File: config.mk
export PLATFORM = sky130hd
export DESIGN_NAME = sv_trigger_exposure_ctrl
export DESIGN_NICKNAME = d
export VERILOG_FILES = /design/src/rtl/sv_trigger_pkg.sv /design/src/rtl/sv_sat_counter.sv /design/src/rtl/sv_trigger_exposure_ctrl.sv
export SDC_FILE = /design/constraint.sdc
export NUM_CORES = 1
export LEC_CHECK = 0
export ABC_AREA = 1
export CAP_MARGIN = 20
export CORE_ASPECT_RATIO = 1.4
export CORE_MARGIN = 2
export CORE_UTILIZATION = 60
export DETAILED_ROUTE_END_ITERATION = 6
export GPL_TIMING_DRIVEN = 0
export PLACE_DENSITY_LB_ADDON = 0.1
export REMOVE_ABC_BUFFERS = 1
export SYNTH_ARGS = -nofsm -noshare
export SYNTH_HDL_FRONTEND = slang
export SYNTH_SLANG_ARGS = --single-unit
export TNS_END_PERCENT = 20
File: constraint.sdc
create_clock -name i_clk -period 3.7 [get_ports i_clk]
set_input_delay 0.37 -clock i_clk [delete_from_list [all_inputs] [get_ports i_clk]]
set_output_delay 0.37 -clock i_clk [all_outputs]
set_load 0.01 [all_outputs]
File: src/rtl/sv_trigger_pkg.sv
// rtl/sv_trigger_pkg.sv - shared types and default widths for the trigger link
package sv_trigger_pkg;

  localparam int CNT_W_DEF  = 16;
  localparam int STAT_W_DEF = 32;

  typedef enum logic [1:0] {
    IDLE    = 2'd0,
    DELAY   = 2'd1,
    EXPOSE  = 2'd2,
    HOLDOFF = 2'd3
  } trig_rx_state_t;

endpackage

File: src/rtl/sv_sat_counter.sv
// rtl/sv_sat_counter.sv - saturating up-counter with synchronous clear
module sv_sat_counter #(
  parameter int W = 32
) (
  input  logic         i_clk,
  input  logic         i_reset,
  input  logic         i_clr,
  input  logic         i_inc,
  output logic [W-1:0] o_count
);

  // Clear takes priority over a coincident increment.
  always_ff @(posedge i_clk) begin
    if (i_reset || i_clr) begin
      o_count <= '0;
    end else if (i_inc && (o_count != '1)) begin
      o_count <= o_count + W'(1);
    end
  end

endmodule

File: src/rtl/sv_trigger_exposure_ctrl.sv
// rtl/sv_trigger_exposure_ctrl.sv - trigger receiver: delay, exposure pulse, hold-off
module sv_trigger_exposure_ctrl
  import sv_trigger_pkg::*;
#(
  parameter int CNT_W  = CNT_W_DEF,
  parameter int STAT_W = STAT_W_DEF
) (
  input  logic              i_clk,
  input  logic              i_reset,
  input  logic              i_trigger,
  input  logic              i_enable,
  input  logic [CNT_W-1:0]  i_delay,
  input  logic [CNT_W-1:0]  i_width,
  input  logic [CNT_W-1:0]  i_holdoff,
  input  logic              i_cnt_clr,
  output logic              o_expose,
  output logic              o_busy,
  output logic              o_overrun,
  output logic [STAT_W-1:0] o_trig_cnt,
  output logic [STAT_W-1:0] o_miss_cnt
);

  trig_rx_state_t   state, state_nxt;
  logic [CNT_W-1:0] cnt, cnt_nxt;
  logic [CNT_W-1:0] width_q, holdoff_q;
  logic             trig_q;
  logic             ev;
  logic             accept;
  logic             reject;

  assign ev = i_trigger & ~trig_q;

  // The counter holds (remaining cycles - 1) so a full-scale duration fits in CNT_W bits.
  function automatic logic [CNT_W-1:0] width_m1(input logic [CNT_W-1:0] w);
    return (w == '0) ? '0 : w - CNT_W'(1);
  endfunction

  always_comb begin
    state_nxt = state;
    cnt_nxt   = cnt;
    accept    = 1'b0;
    reject    = 1'b0;
    case (state)
      IDLE: begin
        if (ev && i_enable) begin
          accept = 1'b1;
          if (i_delay != '0) begin
            state_nxt = DELAY;
            cnt_nxt   = i_delay - CNT_W'(1);
          end else begin
            state_nxt = EXPOSE;
            cnt_nxt   = width_m1(i_width);
          end
        end
      end
      DELAY: begin
        if (cnt == '0) begin
          state_nxt = EXPOSE;
          cnt_nxt   = width_m1(width_q);
        end else begin
          cnt_nxt = cnt - CNT_W'(1);
        end
      end
      EXPOSE: begin
        if (cnt == '0) begin
          if (holdoff_q != '0) begin
            state_nxt = HOLDOFF;
            cnt_nxt   = holdoff_q - CNT_W'(1);
          end else begin
            state_nxt = IDLE;
          end
        end else begin
          cnt_nxt = cnt - CNT_W'(1);
        end
      end
      HOLDOFF: begin
        if (cnt == '0) begin
          state_nxt = IDLE;
        end else begin
          cnt_nxt = cnt - CNT_W'(1);
        end
      end
      default: state_nxt = IDLE;
    endcase
    // Any event outside IDLE is a miss, including on the edge that returns to IDLE.
    if (state != IDLE) begin
      reject = ev;
    end
  end

  always_ff @(posedge i_clk) begin
    if (i_reset) begin
      state     <= IDLE;
      cnt       <= '0;
      trig_q    <= 1'b0;
      width_q   <= '0;
      holdoff_q <= '0;
      o_overrun <= 1'b0;
    end else begin
      state     <= state_nxt;
      cnt       <= cnt_nxt;
      trig_q    <= i_trigger;
      o_overrun <= reject;
      if (accept) begin
        width_q   <= i_width;
        holdoff_q <= i_holdoff;
      end
    end
  end

  assign o_expose = (state == EXPOSE);
  assign o_busy   = (state != IDLE);

  sv_sat_counter #(.W(STAT_W)) u_trig_cnt (
    .i_clk   (i_clk),
    .i_reset (i_reset),
    .i_clr   (i_cnt_clr),
    .i_inc   (accept),
    .o_count (o_trig_cnt)
  );

  sv_sat_counter #(.W(STAT_W)) u_miss_cnt (
    .i_clk   (i_clk),
    .i_reset (i_reset),
    .i_clr   (i_cnt_clr),
    .i_inc   (reject),
    .o_count (o_miss_cnt)
  );

endmodule

After elaboration in Yosys (flattened, before gate mapping)
Index checks and enable logic that the tools add are counted.
{ "totals": {"output_inout_bits": 67, "register_bits": 116, "in_bits": 53, "wordCells": 60} }
{ "op_classes": {"eq_ne": 11, "n_reduce_logical": 13, "muxes": 19, "n_bitwise": 2, "add_sub_neg": 7} }
{ "op_table": {"columns": ["cell", "count"], "rows": [
  ["2-to-1 mux 16 bit", 8],
  ["subtractor 16 x 1 -> 16 bit, second input constant", 5],
  ["adder 32 x 1 -> 32 bit, second input constant", 2],
  ["inequality test 32 bit, second input constant", 2],
  ["case mux 16 bit (4 select lines)", 1],
  ["logical NOT 16 bit", 3],
  ["nonzero test 16 bit", 2],
  ["2-to-1 mux 2 bit", 6],
  ["inequality test 2 bit, second input constant", 4],
  ["case mux 2 bit (4 select lines)", 1],
  ["== test 2 bit, second input constant", 2],
  ["AND reduction 4 bit", 1],
  ["logical AND 1 bit", 3],
  ["2-to-1 mux 1 bit", 3],
  ["inequality test 3 x 2 -> 1 bit, second input constant", 1],
  ["AND reduction 3 bit", 1],
  ["== test 2 x 1 -> 1 bit, second input constant", 1],
  ["logical NOT 2 bit", 1],
  ["inequality test 2 x 1 -> 1 bit, second input constant", 1],
  ["nonzero test 2 bit", 1],
  ["AND 1 bit", 1],
  ["logical OR 1 bit", 1],
  ["NOT 1 bit", 1]
]} }

Depth between registers and ports, before layout
{ "logic_depth": {"word_depth": 6, "mapped_depth": 14, "depth_no_buf": 14} }

Hierarchy
From an unflattened synthesis, not the netlist that was laid out.
{ "unflattened": {"cells_unflattened": 1454, "area_unflattened_um2": 8578.2} }
{ "modules_own_cells": {"columns": ["mod", "area_each_um2", "cells_per_inst", "instances", "seq_area_each_um2"], "rows": [
  ["sv_trigger_exposure_ctrl", 4521.8, 798, 1, 1041.0],
  ["sv_sat_counter", 2028.2, 328, 2, 640.6]
]} }

Worst setup path before layout
Ideal clock, no wire load.
{ "synth_path": {"path_type": "flip-flop to flip-flop", "start": "reg u_trig_cnt.o_count[1]", "end": "reg u_trig_cnt.o_count[18]", "t_arrival_ns": 1.785, "setup_ns": 0.128, "t_required_ns": 3.572, "path_slack_ns": 1.787, "synth_period_minus_slack_ns": 1.913, "path_stages_with_launch": 14, "path_buffers": 1, "cell_sequence": "dfxtp_1 ha_1 nand2_2 nor2_2 inv_2 or2_4 nor2_4 nand3b_1 nand2_2 inv_2 buf_6 nand2_1 xor2_1 nor2_1"} }
{ "synth_via": {"elab_chain_len": 2, "word_cells_on_any_way": 3, "cone_classes": "add/sub (1); eq/ne (1); reduce/logical (1)"} }
{ "synth_rtl": {"columns": ["element", "line_no", "source"], "rows": [
  ["start: declaration", "sv_sat_counter.sv:9", "output logic [W-1:0] o_count"],
  ["start signal: assignment", "sv_sat_counter.sv:17", "o_count <= o_count + W'(1);"],
  ["parallel branches: the longest is 2 deep, another holds adder 32 x 1 -> 32 bit", null, null]
]} }
Several ways; the timed one is not identified.
A chain may end at the register's enable or synchronous reset.

Worst setup path in the final report
{ "layout_path": {"start": "reg state[1]", "end": "reg u_trig_cnt.o_count[18]"} }
{ "layout_via": {"elab_chain_len": 3} }
{ "layout_rtl": {"columns": ["element", "line_no", "source"], "rows": [
  ["start: declaration", "sv_trigger_exposure_ctrl.sv:23", "trig_rx_state_t state, state_nxt;"],
  ["start signal: assignment", "sv_trigger_exposure_ctrl.sv:100", "state <= state_nxt;"],
  ["logical NOT 2 bit", "sv_trigger_exposure_ctrl.sv:43", "case (state)"],
  ["2-to-1 mux 1 bit", "sv_trigger_exposure_ctrl.sv:43", null],
  ["logical AND 1 bit", "sv_sat_counter.sv:16", "end else if (i_inc && (o_count != '1)) begin"]
]} }
No other way between the ends.

==> impl_metrics.toml <==
[drt]
wl_per_cell_um = 15.9
final_antenna_net_count = 0
drc = 0
viasPerCell = 5.60
vias = 9223
wirelength_mm = 26.3
drt-initial-drc-count = 528
drt-pass1-iter-count = 5

[pwr]
p_total_w = 0.00392
swShare_pct = 31.5
switchingPower_w = 0.00124
combPwrFrac_pct = 22.0
p_leak_nw = 3.91
pwr_density_cell_nw_per_um2 = 391
clkPwrFrac_pct = 43.2
peakVddDrop_v = 0.000294
seq_power_share_pct = 34.8
internal_power_w = 0.00268

[critical_path]
path_cells = "nor2_2 -> inv_1 -> nor2_4 -> nand2_2 -> clkinv_2 -> nand2_1 -> xor2_1 -> nor2_1"
r2r-start = "state[1]$_SDFFE_PP0P_"
cp_num_buf_inv = 2
crit_path_start_kind = "flop"
crit_arrival_ns = 3.64
endpoint_kind = "flop"
crit_family = "simple AND/OR/NAND/NOR gates"
crit_path_top_delay_cell = "nor2_4"
path_class = "reg2reg"
required_ns = 3.98
crit_path_max_incr_delay_ns = 0.54
startpoint = "state[1]$_SDFFE_PP0P_"
critPathMaxFanout = 31

[status]
status = "complete, no violations"

[sta]
hold_viol = 0
relSlewSlack_pct = 23.6
clock.fmax_ghz = 0.298
period_needed_ns = 3.36
worst_pin_slew_ns = 1.14
rsz0062_at_grt = "false"
setup_viol = 0
period_share_pct = 90.7
whs_ns = 0.485
clock_skew_ns = 0.00597
maxSlewViolCount = 0
setup_tns_ns = 0

[synthesis]
ys_seq_area_share_pct = 28.3
synth_edf_count = 0
synth_cells = 1348
netlist_area_um2 = 8210
synth_fa_ha_area_share_pct = 1.22
synth_cell_types = 44
synth-simple-area-share_pct = 39.7
ys.flop_type = "dfxtp_1"
syn_avg_cell_area_um2 = 6.09
synth_xor_area_share_pct = 9.39
synth_seq_cells = 116
synth_top_family_by_area = "simple AND/OR/NAND/NOR gates"
synthArstFlopShare_pct = 0
yosysWarnings = 0
synth_mux_area_share_pct = 0
synth-compound-area-share_pct = 12.7

[clocking]
clockBufferDepth = 2
cts_buffers = 17
root_buffer = "clkbuf_16"
cts_tree = "built"
cts.clk_slew.worst_paths_ns = 0.05
cts_post_setup_buffers_inserted = 0
htreeDepth = 4
clk_latency_ns = 0.43
clock-sinks = 116

[global_routing]
grt_pass1_vias = 8625
grt_max_degree = 50
antenna_found_initial = 0
grt_pass1_wl_mm = 41.1
grt_use_total_pct = 35.9
globalRouteOverflowTotal = 0

[die]
die_w_um = 103
initial_core_util_pct = 61.3
die_y_um = 142
design.core.area_um2 = 13400
dieArea_um2 = 14600
design.portCount = 120
fp-row-count = 50

[cells_and_area]
final_area_um2 = 10000
most-common-layout-cells = "nand2_1, nor2_1, inv_1, clkdlybuf4s50_1, dfxtp_1"
seq_area_um2 = 2320
n_antenna_cell = 0
multiInputGateArea_um2 = 5180
fill_cells = 1135
nNetsFinal = 1514
area.growth.synth_to_final_pct = 22.1
utilization_pct = 74.8
mostFrequentLayoutCell = "nand2_1"
post_route_cells_drive_above_1_share_pct = 4.23

[flow_run]
drv_cap = 0

[placed_design]
portBuffers = 119
gp_congestion = 1.01
placed_cell_area_um2 = 9400
place_hpwl_mm = 19.2

[min_path]
min_from = "holdoff_q[1]$_SDFFE_PP0P_"
min_path_type = "reg2reg"
## state kept, by name, indices dropped and copies added, names as in the netlist
| name | flops |
|---|---|
| cnt | 16 |
| holdoff_q | 16 |
| o_overrun | 1 |
| state | 2 |
| trig_q | 1 |
| u_miss_cnt.o_count | 32 |
| u_trig_cnt.o_count | 32 |
| width_q | 16 |
## final cells by class
type                       count  share of cell area (%)
tap                          182                    2.27
inverter                     131                    4.95
timing repair buffer         120                    12.0
sequential                   116                    23.2
multi-input combinational   1067                    51.7
clock inverter                10                    1.30
clock buffer                  22                    4.63
## per-stage QoR
stage	instances	setup slack (ns)
after floorplan	1313	0.887
after global placement	1614	-0.337
after detailed placement	1614	-0.344
after CTS	1646	0.0964
after global routing	1648	0.0785
final	1648	0.343
## cell usage after synthesis, types with 2 or more instances
master,number,area [µm²]
a21oi_1,97,485
a21oi_2,4,35.0
a22oi_1,2,15.0
and3_1,2,12.5
buf_12,2,40.0
buf_2,4,20.0
buf_4,4,30.0
buf_6,5,56.3
clkbuf_1,19,71.3
dfxtp_1,116,2320
ha_1,8,100
inv_1,124,465
inv_2,5,18.8
nand2_1,385,1450
nand2_2,6,37.5
nand3_1,78,390
nand3b_1,5,37.5
nand4_1,27,169
nor2_1,211,792
nor2_2,2,12.5
nor2_4,6,67.6
nor3_1,35,175
nor3b_1,2,15.0
nor4_1,10,62.6
o211ai_1,5,37.5
o21ai_0,73,365
o21bai_1,3,22.5
o22ai_1,4,25.0
o31a_1,2,17.5
or2_2,2,12.5
xnor2_1,29,254
xor2_1,59,517
## cell families (layout without fill, tap and decap cells)
logic type | count (synthesis) | after routing
buffers and inverters | 166 | 283
AND/OR/NAND/NOR | 775 | 776
flip-flops | 116 | 116
adder cells (fa/ha/maj) | 8 | 8
AO/OA/AOI/OAI | 195 | 195
XOR/XNOR | 88 | 88
## path summary, 6_finish.rpt
path,endpoint,slack (ns),cells past startpoint
worst max-delay path,u_trig_cnt.o_count[18]$_SDFFE_PP0P_,0.34,8
worst min-delay path,holdoff_q[1]$_SDFFE_PP0P_,0.48,2
worst max register to register,u_trig_cnt.o_count[18]$_SDFFE_PP0P_,0.34,8
worst min register to register,holdoff_q[1]$_SDFFE_PP0P_,0.48,2
## worst min-delay path, cell delays in order (launching register included)
cell	delay (ns)
dfxtp_1	0.31
inv_1	0.07
a21oi_1	0.06
## metal layers
metal | up-vias | GRT usage (%) | routed length (µm)
met5 | - | 0 | 0
met4 | 0 | 21.3 | 1520
met3 | 104 | 9.18 | 1940
met2 | 389 | 63.2 | 13300
met1 | 4165 | 37.6 | 9510
li1 | 4565 | - | -
## repair_timing
item	CTS	global route
gates cloned	0	1
endpoints found under the hold margin	0	0
pin swaps	0	1
endpoints found under the setup margin	53	28
gates resized for setup	2	1
hold buffers	0	0
## power by group through the flow
stage               sequential (W)  clock [W]  combinational (W)
floorplan                  0.00137          0           0.000564
global placement           0.00139          0           0.000825
detailed placement         0.00139          0           0.000834
CTS                        0.00136    0.00170           0.000841
global route               0.00137    0.00176           0.000949
finish                     0.00136    0.00169           0.000862
No activity file was read; power rests on OpenSTA's default activity.
